===== config.mk =====
export PLATFORM = sky130hd
export DESIGN_NAME = pipe_controller
export DESIGN_NICKNAME = d
export VERILOG_FILES = /design/src/rtl/pipe_controller.sv
export SDC_FILE = /design/constraint.sdc
export NUM_CORES = 1
export LEC_CHECK = 0
export BUFFER_PORTS_ARGS = -buffer_cell sky130_fd_sc_hd__buf_2
export CAP_MARGIN = 25
export CORE_AREA = 2 2 40 51
export CTS_BUF_LIST = sky130_fd_sc_hd__clkbuf_4 sky130_fd_sc_hd__clkbuf_8
export CTS_CLUSTER_DIAMETER = 60
export CTS_CLUSTER_SIZE = 30
export DETAILED_ROUTE_END_ITERATION = 7
export DIE_AREA = 0 0 42 53
export GPL_ROUTABILITY_DRIVEN = 0
export HOLD_SLACK_MARGIN = 0.12
export PLACE_DENSITY = 0.75
export SLEW_MARGIN = 20
export SYNTH_ARGS = -nofsm -noshare
export SYNTH_HDL_FRONTEND = slang
export SYNTH_SLANG_ARGS = --single-unit

===== constraint.sdc =====
create_clock -name clk -period 1.4 [get_ports clk]
set_input_delay 0.07 -clock clk [delete_from_list [all_inputs] [get_ports clk]]
set_output_delay 0.07 -clock clk [all_outputs]
set_load 0.01 [all_outputs]

===== src/rtl/pipe_controller.sv =====
// Control unit for the five-stage MIPS pipeline: Decode-stage decode plus D->E, E->M, M->W control registers.
// Optional sticky illegal-instruction detection is enabled by defining PIPE_CTRL_ILLEGAL_EN.
module pipe_controller #(
  parameter int ALUCW = 8
) (
  input  logic             clk,
  input  logic             rst,
  input  logic [5:0]       opD,
  input  logic [5:0]       functD,
  input  logic             equalD,
  input  logic             flushE,
  output logic             pcsrcD,
  output logic             branchD,
  output logic             jumpD,
  output logic             memtoregE,
  output logic             alusrcE,
  output logic             regdstE,
  output logic             regwriteE,
  output logic [ALUCW-1:0] alucontrolE,
  output logic             memtoregM,
  output logic             regwriteM,
  output logic             memwriteM,
  output logic             memtoregW,
  output logic             regwriteW
`ifdef PIPE_CTRL_ILLEGAL_EN
  ,
  output logic             illegalF
`endif
);

  typedef struct packed {
    logic             regwrite;
    logic             memtoreg;
    logic             memwrite;
    logic             alusrc;
    logic             regdst;
    logic [ALUCW-1:0] alucontrol;
  } ctrl_t;

  ctrl_t dec_s;
  ctrl_t e_d;
  ctrl_t e_q;
  logic  branch_s;
  logic  jump_s;
  logic  regwrite_m_q;
  logic  memtoreg_m_q;
  logic  memwrite_m_q;
  logic  regwrite_w_q;
  logic  memtoreg_w_q;

  // Decode: unlisted encodings fall through to the all-zero bundle.
  always_comb begin
    dec_s    = '0;
    branch_s = 1'b0;
    jump_s   = 1'b0;
    case (opD)
      6'h00: begin
        case (functD)
          6'h20, 6'h22, 6'h24, 6'h25, 6'h2A: begin
            dec_s.regwrite   = 1'b1;
            dec_s.regdst     = 1'b1;
            dec_s.alucontrol = ALUCW'(functD);
          end
          default: dec_s = '0;
        endcase
      end
      6'h23: begin
        dec_s.regwrite   = 1'b1;
        dec_s.alusrc     = 1'b1;
        dec_s.memtoreg   = 1'b1;
        dec_s.alucontrol = ALUCW'(8'h20);
      end
      6'h2B: begin
        dec_s.memwrite   = 1'b1;
        dec_s.alusrc     = 1'b1;
        dec_s.alucontrol = ALUCW'(8'h20);
      end
      6'h04: begin
        branch_s         = 1'b1;
        dec_s.alucontrol = ALUCW'(8'h22);
      end
      6'h08, 6'h0C, 6'h0D, 6'h0F: begin
        dec_s.regwrite = 1'b1;
        dec_s.alusrc   = 1'b1;
        case (opD)
          6'h0C:   dec_s.alucontrol = ALUCW'(8'h24);
          6'h0D:   dec_s.alucontrol = ALUCW'(8'h25);
          6'h0F:   dec_s.alucontrol = ALUCW'(8'h3C);
          default: dec_s.alucontrol = ALUCW'(8'h20);
        endcase
      end
      6'h02:   jump_s = 1'b1;
      default: dec_s  = '0;
    endcase
  end

  assign branchD = branch_s;
  assign jumpD   = jump_s;
  assign pcsrcD  = branch_s & equalD;

  // A flush replaces the instruction entering Execute with a bubble.
  always_comb begin
    e_d = '0;
    if (flushE) begin
      e_d = '0;
    end else begin
      e_d = dec_s;
    end
  end

  always_ff @(posedge clk or posedge rst) begin
    if (rst) begin
      e_q          <= '0;
      regwrite_m_q <= 1'b0;
      memtoreg_m_q <= 1'b0;
      memwrite_m_q <= 1'b0;
      regwrite_w_q <= 1'b0;
      memtoreg_w_q <= 1'b0;
    end else begin
      e_q          <= e_d;
      regwrite_m_q <= e_q.regwrite;
      memtoreg_m_q <= e_q.memtoreg;
      memwrite_m_q <= e_q.memwrite;
      regwrite_w_q <= regwrite_m_q;
      memtoreg_w_q <= memtoreg_m_q;
    end
  end

  assign regwriteE   = e_q.regwrite;
  assign memtoregE   = e_q.memtoreg;
  assign alusrcE     = e_q.alusrc;
  assign regdstE     = e_q.regdst;
  assign alucontrolE = e_q.alucontrol;
  assign regwriteM   = regwrite_m_q;
  assign memtoregM   = memtoreg_m_q;
  assign memwriteM   = memwrite_m_q;
  assign regwriteW   = regwrite_w_q;
  assign memtoregW   = memtoreg_w_q;

`ifdef PIPE_CTRL_ILLEGAL_EN
  logic illegal_d;
  logic illegal_q;

  function automatic logic is_illegal(input logic [5:0] op, input logic [5:0] fn);
    logic ill;
    ill = 1'b0;
    case (op)
      6'h00: begin
        case (fn)
          6'h00, 6'h20, 6'h22, 6'h24, 6'h25, 6'h2A: ill = 1'b0;
          default:                                  ill = 1'b1;
        endcase
      end
      6'h23, 6'h2B, 6'h04, 6'h08, 6'h0C, 6'h0D, 6'h0F, 6'h02: ill = 1'b0;
      default: ill = 1'b1;
    endcase
    return ill;
  endfunction

  // Sticky: only an illegal opcode that actually enters Execute sets the flag.
  always_comb begin
    illegal_d = illegal_q | (is_illegal(opD, functD) & ~flushE);
  end

  always_ff @(posedge clk or posedge rst) begin
    if (rst) begin
      illegal_q <= 1'b0;
    end else begin
      illegal_q <= illegal_d;
    end
  end

  assign illegalF = illegal_q;
`endif

endmodule


==> impl_summary.md <==
Run status
The run finished with clean final reports.

STA
The peak clock frequency supported by timing is 773 MHz. Measured against its own limit, the worst slew margin works out to 62.3%. The worst path in the final design needs a cycle of 1.29 ns, including I/O delays and setup. On the final layout, the worst clock skew is 0.000488 ns. Final hold analysis gives a worst-case slack of 0.203 ns. The final setup violation count is 0. The final count of pins violating max slew is 0. The number of hold-slack violations in the final timing report is 0.

The final critical path takes up 92.4% of the cycle. Setup repair after global routing left no endpoint under its margin. At the pin with the least slew margin, the transition time is 0.565 ns.

Layout
Cells with a size suffix above 1 make up 42.7% of the layout. The count of placed standard cells in the final layout, fillers left out is 136. The count of nets after finishing is 134. The area growth from synthesis to final layout is 39.0%.

The repair_antennas step left the layout with diodes totalling 0. With fillers left out, the area of the finished cells amounts to 0.00105 mm².

Synth
The synthesized netlist contains 29 unique library cells. The total of warnings raised by yosys is 0. The synthesized design spends more area on one cell type than any other, namely sky130_fd_sc_hd__dfrtp_1. The register bit count reported by yosys is 16.

Dividing the synthesized area by the synthesized cell count gives 10.3 µm². Sequential cells were found to cover 53.1% of the synthesized design area. The share of Yosys cell area claimed by the top area cell type is 53.1%. The mapped netlist covers 754 µm². Ranked by total cell area, the synthesized netlist is headed by sky130_fd_sc_hd__dfrtp_1 (53%), sky130_fd_sc_hd__buf_4 (8.0%), sky130_fd_sc_hd__nor2_1 (4.5%). The cell count after synthesis came out at 73.

CTS
The maximum buffer depth of the clock tree is 2. The total of cells resized after clock tree synthesis is 0. The tree is rooted in a sky130_fd_sc_hd__clkbuf_4. Clock-pin slew was measured on the worst setup and hold paths at 0.09 ns. The sink count of the clock tree is 16. CTS built an H-tree with a depth of 1. TritonCTS built the clock tree. Clock latency on the worst-skew pair, taken at its later pin, is 0.28 ns.

The number of CTS-inserted buffers is 3.

Power
The power spent charging and discharging nets is 197 µW. Of the total power, the share spent switching nets is 22.4%. The power share of the clock group is 33.3%. Combinational logic burns 13.6% of the power.

The internal power of the cells totals 685 µW. Summed over all cells, the static leakage comes to 0.000581 µW. The maximum resistive drop on vdd is 0.405 mV.

The sum of internal, switching and leakage power is 882 µW. For this design the ratio of total power to cell area is 841 mW/mm². Of the total power, registers draw 53.0%.

Route
The average wire per standard cell is 10.9 µm. The number of design rule violations left after detail routing is 0. The overall routed net length is 1.48 mm. The DRC marker count from the first detailed-route iteration is 13. The routed via count is 648.

The antenna violation net count after detailed routing is 0. The number of optimization iterations in the first detailed-route pass is 4. Using the TritonRoute via totals, the vias-per-cell ratio works out to 4.76.

Placed design
The instance count after placement with tap cells included is 124. The count of input and output buffers is 33. Summing all placed instances gives a cell area of 932 µm². Detailed placement finished with a half-perimeter wire length of 1.12 mm.

Setup path
The largest fanout on the critical path is 5. Together, buffers and inverters on the worst path number 4. The standard cell with the maximum stage delay on the critical path is sky130_fd_sc_hd__or3_1. The setup slack of the worst register-to-register path is 0.92 ns. The class of the most critical setup path is in2out. The delay of the slowest cell on the worst path is 0.37 ns. Walking the worst path, the cells encountered are buf_2 -> buf_4 -> nor2_1 -> nand2_1 -> or3_1 -> inv_1 -> and2_1 -> buf_2. The cell family contributing the most delay on the critical path is simple AND/OR/NAND/NOR gates.

STA classifies the critical path endpoint as an output port. STA puts the critical path data required time at 1.33 ns. The most repeated library cell on the critical path is sky130_fd_sc_hd__buf_2. STA classifies the critical path startpoint as an input pin.

The data arrival time of the critical path is 1.22 ns.

Flow run
Max-cap violations in this run came to 0.

Global routing
Entering global routing, the biggest net connects 17 pins. The number of antenna violations at the first check in global routing is 0. The via count of the first global-routing pass is 594. The remaining global-route overflow is 0. The global-route wire length before repair is 2.39 mm. The overall routing resource usage is 14.5%.

Die
The die covers 0.00223 mm². The floorplan die width is 42 µm. 36 I/O pins were placed. The starting utilization of the core area is 43.8%. Measured along the y axis, the die boundary spans 53 µm. After floorplanning, the core was sized to cover 0.00172 mm². The number of standard-cell rows in the floorplan is 17.

Worst hold path
The worst hold path class is in2reg.
-- through the flow --
step           utilization [%]  setup WS [ns]  TNS (ns)
3_3_place_gp              54.1        -0.0833    -0.450
3_5_place_dp              54.1         -0.112    -0.668
5_1_grt                   60.9         0.0285         0
4_1_cts                   60.9         0.0989         0
2_1_floorplan                -         0.0384         0
6_report                  60.9          0.107         0
-- final timing paths --
check,startpoint,to,cells past startpoint
max,opD[5],pcsrcD,8
min,opD[4],alusrcE,4
max reg2reg,regwriteE,regwriteM,0
min reg2reg,e_q[10],memwriteM,0
max in group asynchronous,rst,e_q[10],3
min in group asynchronous,rst,regdstE,3
-- synth_stat cells --
cell type / number
sky130_fd_sc_hd__or3_1: 1
sky130_fd_sc_hd__o21ai_0: 2
sky130_fd_sc_hd__inv_1: 5
sky130_fd_sc_hd__nand2b_1: 1
sky130_fd_sc_hd__conb_1: 1
sky130_fd_sc_hd__nand3_1: 1
sky130_fd_sc_hd__a32oi_1: 1
sky130_fd_sc_hd__buf_6: 1
sky130_fd_sc_hd__mux2_2: 1
sky130_fd_sc_hd__nand4b_1: 1
sky130_fd_sc_hd__a22oi_1: 1
sky130_fd_sc_hd__inv_2: 1
sky130_fd_sc_hd__nor3b_1: 2
sky130_fd_sc_hd__a31oi_1: 2
sky130_fd_sc_hd__nor2_1: 9
sky130_fd_sc_hd__or2_2: 1
sky130_fd_sc_hd__and2_1: 1
sky130_fd_sc_hd__a2111oi_4: 1
sky130_fd_sc_hd__a21oi_1: 3
sky130_fd_sc_hd__nand2_1: 5
sky130_fd_sc_hd__o21bai_1: 2
sky130_fd_sc_hd__or4b_4: 1
sky130_fd_sc_hd__and3_1: 1
sky130_fd_sc_hd__nand4_1: 1
sky130_fd_sc_hd__or4_1: 1
sky130_fd_sc_hd__dfrtp_1: 16
sky130_fd_sc_hd__buf_4: 8
sky130_fd_sc_hd__nor3_1: 1
sky130_fd_sc_hd__clkbuf_1: 1
-- registers in the layout, indices dropped and copies added (netlist names) --
name	cells
alucontrolE	6
alusrcE	1
e_q	1
memtoregE	1
memtoregM	1
memtoregW	1
memwriteM	1
regdstE	1
regwriteE	1
regwriteM	1
regwriteW	1
-- power groups by stage --
stage	Combinational [µW]	Sequential, µW	Clock [µW]
2_1_floorplan	53.2	479	0
3_3_place_gp	102	477	0
3_5_place_dp	104	477	0
4_1_cts	121	468	300
5_1_grt	133	469	314
6_report	120	468	294
-- kinds of logic (layout without fill, tap and decap cells) --
group / after synthesis / in the layout / synth area share, %
flops: 16 / 16 / 53.1
buf+inv: 16 / 59 / 12.9
other cells: 1 / 2 / 0.497
simple gates: 27 / 27 / 19.2
mux: 1 / 1 / 1.49
compound gates: 12 / 12 / 12.8
-- final cells by class --
type / instances / area, µm²
Clock buffer: 4 / 36.3
Fill cell: 138 / 674
Inverter: 6 / 22.5
Multi-Input combinational cell: 42 / 260
Sequential cell: 16 / 400
Tap cell: 19 / 23.8
Timing Repair Buffer: 49 / 305
-- worst min-delay path, stage by stage --
cell	delay, ns
sky130_fd_sc_hd__buf_2	0.08
sky130_fd_sc_hd__buf_4	0.11
sky130_fd_sc_hd__o21bai_1	0.13
sky130_fd_sc_hd__nor2_1	0.05
-- layout by cell type (no fill, tap or decap), types with 2 or more instances in the layout --
cell type                       netlist  final
sky130_fd_sc_hd__buf_2                0     33
sky130_fd_sc_hd__dfrtp_1             16     16
sky130_fd_sc_hd__nor2_1               9      9
sky130_fd_sc_hd__dlygate4sd3_1        0      8
sky130_fd_sc_hd__buf_4                8      8
sky130_fd_sc_hd__nand2_1              5      5
sky130_fd_sc_hd__inv_1                5      5
sky130_fd_sc_hd__a21oi_1              3      3
sky130_fd_sc_hd__clkbuf_4             0      3
sky130_fd_sc_hd__nor3b_1              2      2
sky130_fd_sc_hd__o21ai_0              2      2
sky130_fd_sc_hd__o21bai_1             2      2
sky130_fd_sc_hd__a31oi_1              2      2
sky130_fd_sc_hd__conb_1               1      2
-- what timing repair did --
item / in CTS / in global routing
hold buffers: 8 / 0
setup buffers: 0 / 0
hold endpoints to repair: 26 / 0
-- per-layer routing --
metal  global-route usage (%)  vias to the layer above  share of wire (%)  wire (µm)
met1                     15.1                      295                 38        565
li1                         -                      324                  -          -
met4                     9.68                        0                1.8         27
met3                     2.05                        2                6.7        100
met2                     26.8                       27                 53        790
met5                        0                        -                  0          0
(Power assumes the default switching activity.)
